File: config.mk
export PLATFORM = sky130hd
export DESIGN_NAME = booth_arbiter
export DESIGN_NICKNAME = d
export VERILOG_FILES = /design/src/rtl/voting_pkg.sv /design/src/rtl/rr_arbiter.sv /design/src/rtl/booth_arbiter.sv
export SDC_FILE = /design/constraint.sdc
export NUM_CORES = 1
export LEC_CHECK = 0
export CORE_MARGIN = 3
export CORE_UTILIZATION = 23
export CTS_CLUSTER_SIZE = 25
export DETAILED_ROUTE_END_ITERATION = 12
export GPL_TIMING_DRIVEN = 0
export REMOVE_ABC_BUFFERS = 1
export SLEW_MARGIN = 10
export SYNTH_ARGS = -nofsm -noshare
export SYNTH_HDL_FRONTEND = slang
export SYNTH_SLANG_ARGS = --single-unit
export TNS_END_PERCENT = 1
File: constraint.sdc
create_clock -name clk -period 2.2 [get_ports clk]
set_clock_uncertainty 0.05 [all_clocks]
set_input_delay 0.22 -clock clk [delete_from_list [all_inputs] [get_ports clk]]
set_output_delay 0.22 -clock clk [all_outputs]
set_load 0.01 [all_outputs]
File: src/rtl/voting_pkg.sv
// Shared voting definitions: phase codes, default booth/candidate sizing, vote width.
// No logic and no latency; consumed by the booth arbiter and the vote-counter datapath.
// No flow control here; the helper saturates rather than wrapping.
package voting_pkg;

   localparam int N_BOOTH_DEF = 4;
   localparam int CW_DEF      = 2;
   localparam int VOTE_W      = 8;

   localparam logic [VOTE_W-1:0] VOTE_MAX = '1;

   // Election phase; the numeric codes are visible on the phase output.
   typedef enum logic [2:0] {
      PH_IDLE    = 3'd0,
      PH_CLEAR   = 3'd1,
      PH_OPEN    = 3'd2,
      PH_CLOSING = 3'd3,
      PH_CLOSED  = 3'd4
   } phase_e;

   // Ballot tally increment that sticks at the maximum instead of wrapping.
   function automatic logic [VOTE_W-1:0] vote_sat_inc(input logic [VOTE_W-1:0] v);
      return (v == VOTE_MAX) ? v : v + VOTE_W'(1);
   endfunction

endpackage

File: src/rtl/rr_arbiter.sv
// Round-robin picker: first eligible booth at or after the pointer, wrapping.
// Purely combinational, zero latency.
// No backpressure; grant_vld_o is low when nothing is eligible.
module rr_arbiter #(
   parameter int N  = 4,
   parameter int IW = 2
) (
   input  logic [N-1:0]  eligible_i,
   input  logic [IW-1:0] ptr_i,
   output logic [IW-1:0] grant_idx_o,
   output logic          grant_vld_o
);

   logic [IW-1:0] cand_idx;

   // Walk the booths starting at the pointer and keep the first eligible one.
   always_comb begin
      grant_idx_o = '0;
      grant_vld_o = 1'b0;
      cand_idx    = '0;
      for (int k = 0; k < N; k++) begin
         cand_idx = IW'((int'(ptr_i) + k) % N);
         if (!grant_vld_o && eligible_i[cand_idx]) begin
            grant_vld_o = 1'b1;
            grant_idx_o = cand_idx;
         end
      end
   end

endmodule

File: src/rtl/booth_arbiter.sv
// Election controller: phase FSM plus round-robin ballot arbitration into shared vote counters.
// Latency: grant registered on the edge sampling the request, ack/cnt_inc one cycle after that.
// Backpressure: booths hold req until ack; requests wait indefinitely outside the OPEN phase.
module booth_arbiter
   import voting_pkg::*;
#(
   parameter int N_BOOTH = N_BOOTH_DEF,
   parameter int CW      = CW_DEF
) (
   input  logic                  clk,
   input  logic                  rst,
   input  logic                  open_poll,
   input  logic                  close_poll,
   input  logic [N_BOOTH-1:0]    booth_req,
   input  logic [N_BOOTH*CW-1:0] booth_choice,
   output logic [N_BOOTH-1:0]    booth_ack,
   output logic                  cnt_clr,
   output logic                  cnt_inc,
   output logic [CW-1:0]         cnt_sel,
   output logic [2:0]            phase,
   output logic [VOTE_W-1:0]     votes_accepted
);

   localparam int IW = (N_BOOTH > 1) ? $clog2(N_BOOTH) : 1;

   phase_e              phase_q, phase_d;
   logic                grant_en;

   logic [N_BOOTH-1:0]  served_q, served_d;
   logic [IW-1:0]       ptr_q, ptr_d;

   // Grant stage: booth picked this cycle, acknowledged next cycle.
   logic                pend_vld_q, pend_vld_d;
   logic [IW-1:0]       pend_idx_q, pend_idx_d;
   logic [CW-1:0]       pend_sel_q, pend_sel_d;

   // Output stage driving the booths and the counter datapath.
   logic [N_BOOTH-1:0]  ack_q, ack_d;
   logic                inc_q, inc_d;
   logic [CW-1:0]       sel_q, sel_d;
   logic [VOTE_W-1:0]   votes_q, votes_d;

   logic [N_BOOTH-1:0]  pend_mask;
   logic [N_BOOTH-1:0]  eligible;
   logic [IW-1:0]       rr_idx;
   logic                rr_vld;
   logic                take;

   rr_arbiter #(
      .N  (N_BOOTH),
      .IW (IW)
   ) u_rr (
      .eligible_i  (eligible),
      .ptr_i       (ptr_q),
      .grant_idx_o (rr_idx),
      .grant_vld_o (rr_vld)
   );

   // Phase next-state: open wins in IDLE/CLOSED, close wins in OPEN, grants only in OPEN.
   always_comb begin
      phase_d  = phase_q;
      grant_en = 1'b0;
      case (phase_q)
         PH_IDLE, PH_CLOSED: begin
            if (open_poll) phase_d = PH_CLEAR;
         end
         PH_CLEAR: begin
            phase_d = PH_OPEN;
         end
         PH_OPEN: begin
            if (close_poll) phase_d = PH_CLOSING;
            else            grant_en = 1'b1;
         end
         PH_CLOSING: begin
            phase_d = PH_CLOSED;
         end
         default: begin
            phase_d = PH_IDLE;
         end
      endcase
   end

   // Eligibility excludes booths already served, with a grant in flight, or being acked now,
   // so a booth that keeps req high across its ack cycle is never counted twice.
   always_comb begin
      pend_mask = '0;
      if (pend_vld_q) pend_mask[pend_idx_q] = 1'b1;
      eligible = booth_req & ~served_q & ~pend_mask & ~ack_q;
      take     = grant_en & rr_vld;
   end

   // Grant stage: latch the chosen booth and its candidate, advance the round-robin pointer.
   always_comb begin
      pend_vld_d = take;
      pend_idx_d = take ? rr_idx : '0;
      pend_sel_d = '0;
      for (int b = 0; b < N_BOOTH; b++) begin
         if (take && (rr_idx == IW'(b))) pend_sel_d = booth_choice[b*CW +: CW];
      end
      ptr_d = ptr_q;
      if (take) ptr_d = (rr_idx == IW'(N_BOOTH - 1)) ? '0 : rr_idx + IW'(1);
   end

   // Output stage, served flags and the saturating ballot tally.
   always_comb begin
      ack_d = '0;
      if (pend_vld_q) ack_d[pend_idx_q] = 1'b1;
      inc_d = pend_vld_q;
      sel_d = pend_sel_q;

      // A booth stays served from its ack until it is seen with req low.
      served_d = booth_req & (served_q | ack_q);

      votes_d = votes_q;
      if (phase_d == PH_CLEAR) votes_d = '0;
      else if (inc_q)          votes_d = vote_sat_inc(votes_q);
   end

   // Phase register.
   always_ff @(posedge clk) begin
      if (rst) phase_q <= PH_IDLE;
      else     phase_q <= phase_d;
   end

   // Arbitration state: served flags, pointer and the grant stage; reset drops any pending grant.
   always_ff @(posedge clk) begin
      if (rst) begin
         served_q   <= '0;
         ptr_q      <= '0;
         pend_vld_q <= 1'b0;
         pend_idx_q <= '0;
         pend_sel_q <= '0;
      end else begin
         served_q   <= served_d;
         ptr_q      <= ptr_d;
         pend_vld_q <= pend_vld_d;
         pend_idx_q <= pend_idx_d;
         pend_sel_q <= pend_sel_d;
      end
   end

   // Output registers toward booths and counters.
   always_ff @(posedge clk) begin
      if (rst) begin
         ack_q   <= '0;
         inc_q   <= 1'b0;
         sel_q   <= '0;
         votes_q <= '0;
      end else begin
         ack_q   <= ack_d;
         inc_q   <= inc_d;
         sel_q   <= sel_d;
         votes_q <= votes_d;
      end
   end

   assign booth_ack      = ack_q;
   assign cnt_inc        = inc_q;
   assign cnt_sel        = sel_q;
   assign cnt_clr        = (phase_q == PH_CLEAR);
   assign phase          = phase_q;
   assign votes_accepted = votes_q;

endmodule

==> results.yml <==
synthesis:
  syn_area_per_cell_um2: 9.18
  ys_warn_count: 0
  synth_compound_area_share_pct: 12.2
  syn_inst: 143
  synth_fa_ha_area_share_pct: 4.77
  synth_mux_area_share_pct: 3.81
  synth_edf_count: 0
  synth_cell_types: 39
  yosys.area_share.simple_pct: 28.4
  synth_area_mm2: 0.00131
  ys.flop_type: "dfxtp_1"
  ys_ff_latch: 29
  yosys.area.top_type: "dfxtp_1"
  synth_top_family_by_area: "simple AND/OR/NAND/NOR gates"
  synthXorXnorAreaFrac_pct: 4.00
  ys_seq_area_share_pct: 44.2
  async_flop_share_pct: 0
  netlist.area_leader.share_pct: 44.2
  synth_area_leaders: "dfxtp_1, nor2_1, ha_1, mux2i_1, nand2_1"
drt:
  vias: 1139
  drc_errors: 0
  wl_per_cell_um: 11.2
  dr.pass1.iters: 4
  ant_nets: 0
  drtIter0Drc: 41
  drt-total-wl_um: 2870
  avgViaCountPerCell: 4.43
setup_path:
  arrival_ps: 2260
  r2r-end: "pend_sel_q[1]"
  worstPathRequired_ps: 2320
  reg2reg_from: "inc_d"
  r2r_cells: 11
  r2r_slack_ps: 60
  cp-start-kind: "flop"
  cp-end-kind: "flop"
  cp_max_fo: 5
  critPathCapture: "pend_sel_q[1]"
  startpoint: "inc_d"
  path_class: "flop to flop"
timing:
  tightest_slew_ps: 571
  finalSetupViolations: 0
  fmax_mhz: 467
  hold_violations: 0
  max_slew_margin_pct: 61.8
  layout_setup_ws_ps: 56.5
  fin_crit_ps: 2140
  final_max_slew_viol_count: 0
  period_share_pct: 97.4
  timing.hold.ws_ps: 386
  rsz0062_at_grt: "yes"
floorplan:
  initial_core_util_pct: 24.8
  die_area_mm2: 0.00665
  die_y_um: 81.5
  core_mm2: 0.00530
  die_x_um: 81.5
  rows: 26
  io_pins: 35
finish:
  nNetsFinal: 207
  final_core_util_pct: 36.2
  antenna_cells: 0
  final_cell_count_no_fill: 257
  layout_commonest_cell: "clkdlybuf4s50_1"
  layout_common_cells: "clkdlybuf4s50_1, dfxtp_1, nor2_1"
  syn_to_final_growth_pct: 46.1
  layout-drive-gt1-share_pct: 15.0
  n_fill_cell: 550
placed_design:
  dpl.hpwl_um: 2060
  io_buffers: 34
  place_ws_ps: -439
  routabilityCongestion: 0.737
  place_inst: 245
min_path:
  hp-class: "flop to flop"
clocking:
  path_clk_slew_ps: 50
  cts_max_path_buffers: 2
  clock_sinks: 29
  ctsHoldBuffers: 0
  cts_tree: "yes"
  clockRootBuffer: "clkbuf_8"
  htreeDepth: 2
  cts_buffers: 5
  clk-insertion-delay-late_ps: 280
global_routing:
  grt_use_total_pct: 9.09
  grt_pass1_wl_um: 4630
  grt_overflow_total: 0
  grt_start_max_net_pins: 16
  antenna_found_initial: 0
  grt_pass1_vias: 1028
power:
  p_leak_nw: 0.693
  p_per_area_mw_per_mm2: 583
  peakVddDrop_uv: 184
status:
  status: "complete, no violations"
job:
  max_cap_viol_count: 0
-- critical path, stage by stage (launching register included) --
cell and delay [ps]:
dfxtp_2 340, inv_2 50, o311a_4 410, a22oi_2 160, o211a_1 210, buf_4 130, ha_4 140, and3b_1 170
a21oi_1 100, o21ai_0 80, mux2i_1 140, nor2_1 50
-- logic make-up after synthesis --
family | count (synthesis)
adder cells (fa/ha/maj) | 5
AO/OA/AOI/OAI | 21
AND/OR/NAND/NOR | 69
buffers and inverters | 8
flip-flops | 29
multiplexers | 5
XOR/XNOR | 6
-- per-layer routing --
metal / vias to the layer above / track usage (%) / part of all wire (%)
met5: - / 0 / 0
met4: 0 / 5.07 / 2.4
met3: 5 / 3.40 / 6.1
met2: 24 / 13.3 / 44
met1: 521 / 11.4 / 48
li1: 589 / - / -
-- power by group --
part	internal, mW	switching [mW]	leakage (nW)
Sequential	0.535	0.0150	0.236
Clock	0.224	0.178	0.0395
Combinational	0.0947	0.0720	0.418
Total	0.853	0.265	0.693
-- how the worst min path moves through the flow --
stage                        from    endpoint  depth (start not counted)
floorplan                     rst    phase[2]                          1
global placement    pend_sel_q[0]  cnt_sel[0]                          1
detailed placement  pend_sel_q[0]  cnt_sel[0]                          1
CTS                 pend_sel_q[0]  cnt_sel[0]                          1
global route        pend_sel_q[1]  cnt_sel[1]                          1
finish              pend_sel_q[0]  cnt_sel[0]                          1
-- cell usage after synthesis (2+ instances only) --
cell and count:
inv_1 5, and3_1 5, a211oi_1 2, ha_1 5
mux2i_1 5, xnor2_1 4, nand2_1 13, dfxtp_1 29
nor2_1 20, nand3b_1 4, nor3b_1 5, o21ai_0 3
and3b_1 2, xor2_1 2, nor4_1 2, nor2b_1 4
nor3_1 2, a21oi_1 6, nand3_1 5
-- state kept, by name, indices dropped and copies added (netlist names) --
register        flops
pend_idx_q          2
cnt_inc             1
pend_sel_q          2
ptr_q               2
cnt_sel             2
served_q            4
phase               3
booth_ack           4
inc_d               1
votes_accepted      8
-- area by class of cell --
class                           instances  area, µm²  share of cell area [%]
Multi-Input combinational cell        106        773                    40.3
Sequential cell                        29        584                    30.5
Timing Repair Buffer                   38        370                    19.3
Tap cell                               70       87.6                    4.57
Clock buffer                            8       80.1                    4.17
Inverter                                6       22.5                    1.17
-- stage by stage --
step	TNS, ps	total power, mW	area, µm²
floorplan	0	0.634	1300
global placement	-1070	0.696	1730
detailed placement	-1090	0.697	1730
CTS	0	1.11	1840
global route	-108	1.18	1920
finish	0	1.12	1920
-- what timing repair did --
item	CTS	global route
pin swaps	2	3
setup endpoints to repair	2	2
buffers inserted	1	3
resized for setup	5	13
(Power assumes the default switching activity.)
==> patch, RTL diff (same settings) <==
Put a register stage on the output `cnt_clr`, without a reset. The value now appears one clock later. The other outputs are not delayed to match.
--- a/src/rtl/booth_arbiter.sv
+++ b/src/rtl/booth_arbiter.sv
@@ -157,7 +157,9 @@
    assign booth_ack      = ack_q;
    assign cnt_inc        = inc_q;
    assign cnt_sel        = sel_q;
-   assign cnt_clr        = (phase_q == PH_CLEAR);
+   always_ff @(posedge clk) begin
+      cnt_clr <= (phase_q == PH_CLEAR);
+   end
    assign phase          = phase_q;
    assign votes_accepted = votes_q;
 
Formal check against the unedited RTL: not equivalent (Yosys sat finds a counterexample within 4 cycles, from zero or initial values and one cycle with rst high).
==> patch against the original RTL <==
- the flow now finishes with violations (negative setup slack)
- largest power group unchanged
- setup slack got worse by 230 ps
- synthesized area increased by 1.1%
- hold slack worse by 130 ps
- design area rose by 2.2%
- synthesized cell count decreased by 1.4%
- largest cell class unchanged
- count of clock-buffer cells in the layout shrank 3
- first-iteration DRC count is 27% higher
- non-clock buffer count rose by 4
- critical endpoint is now pend_sel_q[0]
- combinational power rose by 9%
- routed wire length is 1.4% higher
- final cell count grew 1.2%
- power grew 4.0%
- clock power up 2%
- sequential cell count grew 1
==> patch: results (changes against the original RTL) <==
* Cell variety after synth: 34 (was 39)
- Result of the run: finished with violations (was finished, final reports clean).
- The net count reported at finish is 209 (was 207).
- The type of the most critical hold path was in -> reg (was reg -> reg).
- The setup slack at placement was -663.8 ps (was -439.1 ps).
- Crit path max-delay family: simple AND/OR/NAND/NOR gates (was compound AO/OA/AOI/OAI gates)
- The largest area contributor in the synthesized netlist is sky130_fd_sc_hd__dfxtp_1 (unchanged).
* Largest incremental delay on the critical path: roughly 400 ps
- The checks that failed: negative setup slack.
- Clock-pin slew was measured on the worst setup and hold paths at ~60 ps.
- Main area contributors after synthesis: sky130_fd_sc_hd__dfxtp_1 (45%), sky130_fd_sc_hd__nor2_1 (5.4%), sky130_fd_sc_hd__ha_1 (4.7%) (was sky130_fd_sc_hd__dfxtp_1 (44%), sky130_fd_sc_hd__nor2_1 (5.7%), sky130_fd_sc_hd__ha_1 (4.8%))
* Routed via count divided by cell count: 4.315 (was 4.432)
- Setup slack after layout: -176.9 ps (was 56.46 ps)
- The maximum level of the CTS H-tree was 2 (unchanged).
- Total of buffers placed on input and output ports: 34 (unchanged)
- DPL Wire Length: 2.115 mm (was 2.063 mm)
- The maximum number of pins on one net before global-route repair was 11 (was 16).
- Global placer's final weighted congestion: 0.7515 (was 0.7370)
* Crit path max-delay cell type: sky130_fd_sc_hd__or3b_4 (was sky130_fd_sc_hd__o311a_4)
- Global router's overall resource usage: 0.09213 (was 0.09093)
* Pleak: 0.7707 nW (was 0.6930 nW)
- Most common library cells after synthesis: sky130_fd_sc_hd__dfxtp_1 (30), sky130_fd_sc_hd__nor2_1 (19), sky130_fd_sc_hd__nand2_1 (8), sky130_fd_sc_hd__nor3b_1 (8), sky130_fd_sc_hd__nand3_1 (7) (was sky130_fd_sc_hd__dfxtp_1 (29), sky130_fd_sc_hd__nor2_1 (20), sky130_fd_sc_hd__nand2_1 (13))
- The number of warnings issued by yosys was 0 (unchanged).
- Filler Cells Inserted: 601 (was 550)
- Arrival time worst endpoint: 2540 ps (was 2260 ps)
* First drt pass iteration count: 4 (unchanged)
- Final WL: 2.910 mm (was 2.869 mm)
* Fraction of final layout cells with drive strength greater than 1: 0.1596 (was 0.1497)
- The share of the core filled with cells in the final layout came to 0.3537 (was 0.3617).
- The number of DRC violations after detailed-routing iteration 0 was 52 (was 41).
- Sequential share of the synthesized area: 0.4524 (was 0.4423)
* Max transition margin: 0.4901 (was 0.6181)
* Wire length of the first global-routing pass: 4.692 mm (was 4.629 mm)
- The total setup violations reported at the end of the flow came to 3 (was 0).
- The largest fanout of any net on the critical path came to 4 (was 5).
- The worst IR drop on VDD came to 0.0002025 V (was 0.0001842 V).
- The via count of the first global-routing pass is 1,064 (was 1,028).
patch: kinds of logic after synthesis:
group,count (synthesis),share of synthesized area
and+or+nand+nor,67,0.2762
DFF,30,0.4524
AOI/OAI and AO/OA,19,0.1103
xor gates and xnor gates,8,0.05278
buffers and inverters,7,0.01980
muxes,5,0.04147
adders and majority gates,5,0.04713
patch: path summary, 6_finish.rpt:
check             cells after the start  slack [ps]            end     startpoint
setup / recovery                     11        -180  pend_sel_q[0]   booth_ack[0]
hold / removal                        2         250    served_q[0]   booth_req[0]
setup reg to reg                     11        -180  pend_sel_q[0]   booth_ack[0]
hold reg to reg                       1         390     cnt_sel[0]  pend_sel_q[0]
patch: per-stage QoR:
stage               cells  cell area (um2)  power (mW)  setup TNS, ps  hold WS (ps)
floorplan             139             1320      0.6599         -255.5         239.1
global placement      245             1750      0.7209          -1788         367.1
detailed placement    245             1750      0.7232          -1819         376.4
CTS                   256             1899       1.167         -567.2         250.5
global route          260             1959       1.222         -828.1         269.5
finish                260             1959       1.163         -484.3         253.2
patch: final cells by class:
| class | instances | area share |
|---|---|---|
| Clock buffer | 5 | 0.03512 |
| Clock inverter | 2 | 0.005109 |
| Inverter | 5 | 0.009579 |
| Multi-Input combinational cell | 104 | 0.3927 |
| Sequential cell | 30 | 0.3078 |
| Tap cell | 72 | 0.04598 |
| Timing Repair Buffer | 42 | 0.2037 |
patch: routing by layer:
| metal | routed length (um) | global-route usage |
|---|---|---|
| met5 | 0 | 0 |
| met3 | 196 | 0.03618 |
| met4 | 74 | 0.05482 |
| met2 | 1381 | 0.1511 |
| met1 | 1257 | 0.09980 |
patch: timing repair:
| action | 4_1_cts | 5_1_grt |
|---|---|---|
| hold endpoints to repair | 0 | 0 |
| hold buffers | 0 | 0 |
| setup endpoints to repair | 3 | 3 |
| pin swaps | 8 | 5 |
| setup buffers | 4 | 4 |
| gates resized for setup | 14 | 5 |
patch: power by group:
part	total (mW)	internal, mW	switching (mW)
Clock	0.411	0.211	0.199
Combinational	0.182	0.108	0.0744
Sequential	0.570	0.554	0.0157
